$ cat src/rtl/regfile_read_ctrl.sv
// Eight-entry register file with a pending-write scoreboard and a request/response
// read port that waits out RAW hazards, with writeback bypass into the captured result.
module regfile_read_ctrl #(
  parameter int DATA_W = 16
) (
  input  logic              clk,
  input  logic              rst,
  input  logic              issueValid,
  input  logic [2:0]        issueReg,
  input  logic              writeEnable,
  input  logic [2:0]        writeReg,
  input  logic [DATA_W-1:0] writeData,
  input  logic              rdReqValid,
  output logic              rdReqReady,
  input  logic [2:0]        rdReg1,
  input  logic [2:0]        rdReg2,
  output logic              rdRespValid,
  input  logic              rdRespReady,
  output logic [DATA_W-1:0] readData1,
  output logic [DATA_W-1:0] readData2,
  output logic [7:0]        busy,
  output logic [7:0]        stallCount
);

  typedef enum logic [1:0] {
    IDLE = 2'd0,
    WAIT = 2'd1,
    RESP = 2'd2
  } state_t;

  state_t            state;
  logic [DATA_W-1:0] regs [8];
  logic [2:0]        src1_p0;
  logic [2:0]        src2_p0;
  logic [7:0]        set_mask;
  logic [7:0]        clr_mask;
  logic              hit1;
  logic              hit2;
  logic              rdy1;
  logic              rdy2;

  function automatic logic [7:0] sat_inc(input logic [7:0] v);
    return (v == 8'hFF) ? v : v + 8'd1;
  endfunction

  // Register file storage: writeback is accepted in every FSM state.
  always_ff @(posedge clk) begin
    if (rst) begin
      for (int i = 0; i < 8; i++) regs[i] <= '0;
    end else if (writeEnable) begin
      regs[writeReg] <= writeData;
    end
  end

  // Scoreboard: a set in the same cycle as a clear of that index wins.
  assign set_mask = issueValid  ? (8'd1 << issueReg) : 8'd0;
  assign clr_mask = writeEnable ? (8'd1 << writeReg) : 8'd0;

  always_ff @(posedge clk) begin
    if (rst) busy <= 8'h00;
    else     busy <= (busy & ~clr_mask) | set_mask;
  end

  // Readiness uses the registered busy bits only, so a same-cycle issue is invisible here.
  assign hit1 = writeEnable && (writeReg == src1_p0);
  assign hit2 = writeEnable && (writeReg == src2_p0);
  assign rdy1 = !busy[src1_p0] || hit1;
  assign rdy2 = !busy[src2_p0] || hit2;

  // Source indices latched on accept; held as data, so not reset.
  always_ff @(posedge clk) begin
    if (state == IDLE && rdReqValid) begin
      src1_p0 <= rdReg1;
      src2_p0 <= rdReg2;
    end
  end

  // Control FSM with registered handshake outputs and result capture.
  always_ff @(posedge clk) begin
    if (rst) begin
      state       <= IDLE;
      rdReqReady  <= 1'b1;
      rdRespValid <= 1'b0;
      stallCount  <= 8'd0;
      readData1   <= '0;
      readData2   <= '0;
    end else begin
      case (state)
        IDLE: begin
          if (rdReqValid) begin
            state      <= WAIT;
            rdReqReady <= 1'b0;
          end
        end
        WAIT: begin
          if (rdy1 && rdy2) begin
            readData1   <= hit1 ? writeData : regs[src1_p0];
            readData2   <= hit2 ? writeData : regs[src2_p0];
            state       <= RESP;
            rdRespValid <= 1'b1;
          end else begin
            stallCount <= sat_inc(stallCount);
          end
        end
        RESP: begin
          if (rdRespReady) begin
            state       <= IDLE;
            rdRespValid <= 1'b0;
            rdReqReady  <= 1'b1;
          end
        end
        default: begin
          state       <= IDLE;
          rdReqReady  <= 1'b1;
          rdRespValid <= 1'b0;
        end
      endcase
    end
  end

endmodule
$ cat config.mk
export PLATFORM = sky130hd
export DESIGN_NAME = regfile_read_ctrl
export DESIGN_NICKNAME = d
export VERILOG_FILES = /design/src/rtl/regfile_read_ctrl.sv
export SDC_FILE = /design/constraint.sdc
export NUM_CORES = 1
export LEC_CHECK = 0
export BUFFER_PORTS_ARGS = -buffer_cell sky130_fd_sc_hd__buf_2
export CAP_MARGIN = 25
export CELL_PAD_IN_SITES_DETAIL_PLACEMENT = 0
export CELL_PAD_IN_SITES_GLOBAL_PLACEMENT = 1
export CORE_MARGIN = 8
export CORE_UTILIZATION = 40
export CTS_CLUSTER_SIZE = 40
export DETAILED_ROUTE_END_ITERATION = 6
export GPL_TIMING_DRIVEN = 0
export MAX_ROUTING_LAYER = met4
export PLACE_DENSITY = 0.67
export SETUP_SLACK_MARGIN = 0.5
export SLEW_MARGIN = 15
export SYNTH_ARGS = -nofsm -noshare
export SYNTH_HDL_FRONTEND = slang
export SYNTH_SLANG_ARGS = --single-unit
$ cat constraint.sdc
create_clock -name clk -period 1.79 [get_ports clk]
set_clock_uncertainty 0.05 [all_clocks]
set_input_delay 0.179 -clock clk [delete_from_list [all_inputs] [get_ports clk]]
set_output_delay 0.179 -clock clk [all_outputs]
set_load 0.05 [all_outputs]
==> impl_metrics.toml <==
[run_status]
status = "complete, but fails checks"
violations = "setup timing"

[flow_run]
cap_violations = 0

[global_routing]
grt_max_degree = 21
grt_pass1_vias = 6726
grt_overflow = 0
antenna_found_initial = 1
track_usage_pct = 19.4
grt_pass1_wl_um = 40000

[floorplanning]
initial_utilization_pct = 40.4
die_area_um2 = 28700
ioPinCount = 84
rows = 56
die_h_um = 169
core_um2 = 23300
fp.dieW_um = 169

[drt]
drtPass1Iterations = 5
wl_per_cell_um = 22.3
postRouteAntennaNets = 0
wirelength_um = 26900
drt_iter0_markers = 583
via_per_inst = 5.45
drc = 0
via_count = 6568

[timing]
slew_viol_final = 0
setup_ws_ns = -0.294
setup_viol = 42
fmax_ghz = 0.480
final_hold_viol_count = 0
post-route-period-util_pct = 116
finalCriticalPeriod_ns = 2.08
rsz0062_at_grt = "true"
worst_pin_slew_ns = 0.769
relSlewSlack_pct = 48.7
timing.hold.ws_ns = 0.0662

[placement]
gp_congestion = 0.822
port_buffers = 82
place_ws_ns = -0.510
dp_hpwl_um = 19300

[final_layout]
drive_above_1_share_pct = 39.2
areaGrowthSynthToFinish_pct = 29.5
post-route-util_pct = 52.3
final_nets = 908

[power_and_ir_drop]
p_per_area_nw_per_um2 = 902
peakVddDrop_v = 0.000474
p_seq_share_pct = 46.0
switching_share_pct = 29.3
cell_internal_pwr_uw = 7770
power.net_switching_uw = 3210
clockPowerShare_pct = 34.4
p_leak_uw = 0.00452
p_comb_share_pct = 19.6

[worst_setup_path]
crit_type = "reg -> reg"
required_ns = 2.10
end_kind = "register"
critical_path.max_fanout = 10
critPathArrivalTime_ns = 2.39
critPathLaunchType = "register"

[synthesis]
yosys_most_used_dff = "edfxtp_1"
synth_area_per_cell_um2 = 12.9
synth_area_um2 = 9400
ys_seq_area_share_pct = 53.9
synth_cell_types = 41
ys_ff_latch = 186
synthArstFlopShare_pct = 0
synth_edf_count = 134
syn-instance-count = 729
syn_nets = 764
yosys_warnings = 0

[hold_path]
hp-class = "in -> reg"

[cts]
clk_path_buf_depth = 2
tritoncts = "done"
cts_buffers = 17
clk_pin_slew_ns = 0.07
root_buffer = "clkbuf_16"
clk_latency_ns = 0.45
clock-sinks = 186
htree_levels = 4
## worst paths after layout
| path | start | endpoint | slack [ns] | depth (start not counted) |
|---|---|---|---|---|
| worst max-delay path | src2_p0[2]$_DFFE_PP_ | stallCount[3]$_SDFFE_PP0P_ | -0.29 | 8 |
| worst min-delay path | issueReg[2] | busy[6]$_SDFF_PP0_ | 0.07 | 5 |
| worst max register to register | src2_p0[2]$_DFFE_PP_ | stallCount[3]$_SDFFE_PP0P_ | -0.29 | 8 |
| worst min register to register | readData2[6]$_SDFFE_PP0P_ | readData2[6]$_SDFFE_PP0P_ | 0.40 | 2 |
## repair_timing
| action | 4_1_cts | 5_1_grt |
|---|---|---|
| gates cloned | 3 | 3 |
| buffers inserted | 17 | 10 |
| hold buffers | 9 | 0 |
| pin swaps | 12 | 11 |
| resized for setup | 145 | 51 |
| setup endpoints to repair | 232 | 125 |
| endpoints found under the hold margin | 12 | 0 |
## metal layers
metal  share of wire, %  track usage [%]
met1                 42             24.3
met2                 49             31.0
met3                6.5             4.07
met4                1.8             6.31
met5                  0                -
## stage by stage
stage          cells  power, µW  area [µm²]  setup TNS (ns)
2_1_floorplan    729       6340        9630          -0.343
3_3_place_gp    1130       6870       10400          -47.93
3_5_place_dp    1131       6920       10500          -38.36
4_1_cts         1192      10900       11900           -7.71
5_1_grt         1206      11300       12200          -11.88
6_report        1206      11000       12200           -8.31
## flip-flops by register name (all words and copies together), names as in the netlist, 2 cells and up
register and count:
regs 128, readData2 16, src1_p0 3, stallCount 8, readData1 16, src2_p0 3
busy 8, state 2
## critical path, stage by stage, from the launching register on
cell and delay [ns]:
edfxtp_1 0.47, buf_6 0.20, nor2b_1 0.15, a2bb2oi_2 0.17, nand4_1 0.16, and2_4 0.22, buf_6 0.13, or3_4 0.32
a21oi_2 0.13
## kinds of logic after synthesis
| kind of cell | synth area share (%) |
|---|---|
| multiplexers | 19.8 |
| AND/OR/NAND/NOR | 15.3 |
| AO/OA/AOI/OAI | 7.36 |
| buffers and inverters | 2.98 |
| adder cells (fa/ha/maj) | 0.133 |
| XOR/XNOR | 0.559 |
| flip-flops | 53.9 |
## synth_stat cells (6+ instances only)
cell type,n,area share (%)
edfxtp_1,134,43
and2_1,130,8.7
mux4_2,64,15
dfxtp_1,52,11
nor2_1,49,2.0
nand2_1,46,1.8
a21oi_1,42,2.2
mux2i_1,39,4.2
a211o_1,32,3.0
clkbuf_1,28,1.1
buf_2,20,1.1
nor2b_1,10,0.67
inv_1,8,0.32
nand3_1,6,0.32
o21ai_0,6,0.32
xnor2_1,6,0.56
## area by class of cell
| cell class | count | area, µm² |
|---|---|---|
| diodes | 1 | 2.50 |
| plain buffers | 53 | 592 |
| clock buffers | 17 | 425 |
| clock inverters | 15 | 168 |
| fillers | 2021 | 11100 |
| inverters | 8 | 30.0 |
| multi-input cells | 482 | 4400 |
| flip-flops and latches | 186 | 5090 |
| well taps | 319 | 399 |
| repair buffers | 125 | 1070 |
## cell usage in the layout, fill, tap and decap left out, drive strengths merged, types with 4 or more instances in the layout
| cell | netlist | routed |
|---|---|---|
| o21bai | 4 | 4 |
| o21ai | 6 | 6 |
| nand2 | 46 | 46 |
| clkinv | 0 | 5 |
| nand3 | 6 | 6 |
| buf | 25 | 127 |
| mux2i | 39 | 39 |
| a21oi | 42 | 42 |
| dfxtp | 52 | 52 |
| dlygate4sd3 | 0 | 9 |
| a211o | 32 | 32 |
| inv | 8 | 17 |
| nand2b | 5 | 5 |
| nor2b | 10 | 10 |
| mux4 | 64 | 64 |
| nor2 | 49 | 49 |
| clkbuf | 28 | 59 |
| and2 | 130 | 130 |
| a22oi | 5 | 5 |
| nor3 | 5 | 5 |
| nand4 | 5 | 5 |
| edfxtp | 134 | 134 |
| xnor2 | 6 | 6 |
## power by group through the flow
stage                     clock, µW  sequential [µW]  combinational (µW)
final                          3780             5050                2160
after floorplan                   0             5320                1020
after CTS                      3820             5040                2070
after detailed placement          0             5140                1780
after global placement            0             5110                1760
after global routing           3970             5080                2280
No activity file was read; power rests on OpenSTA's default activity.
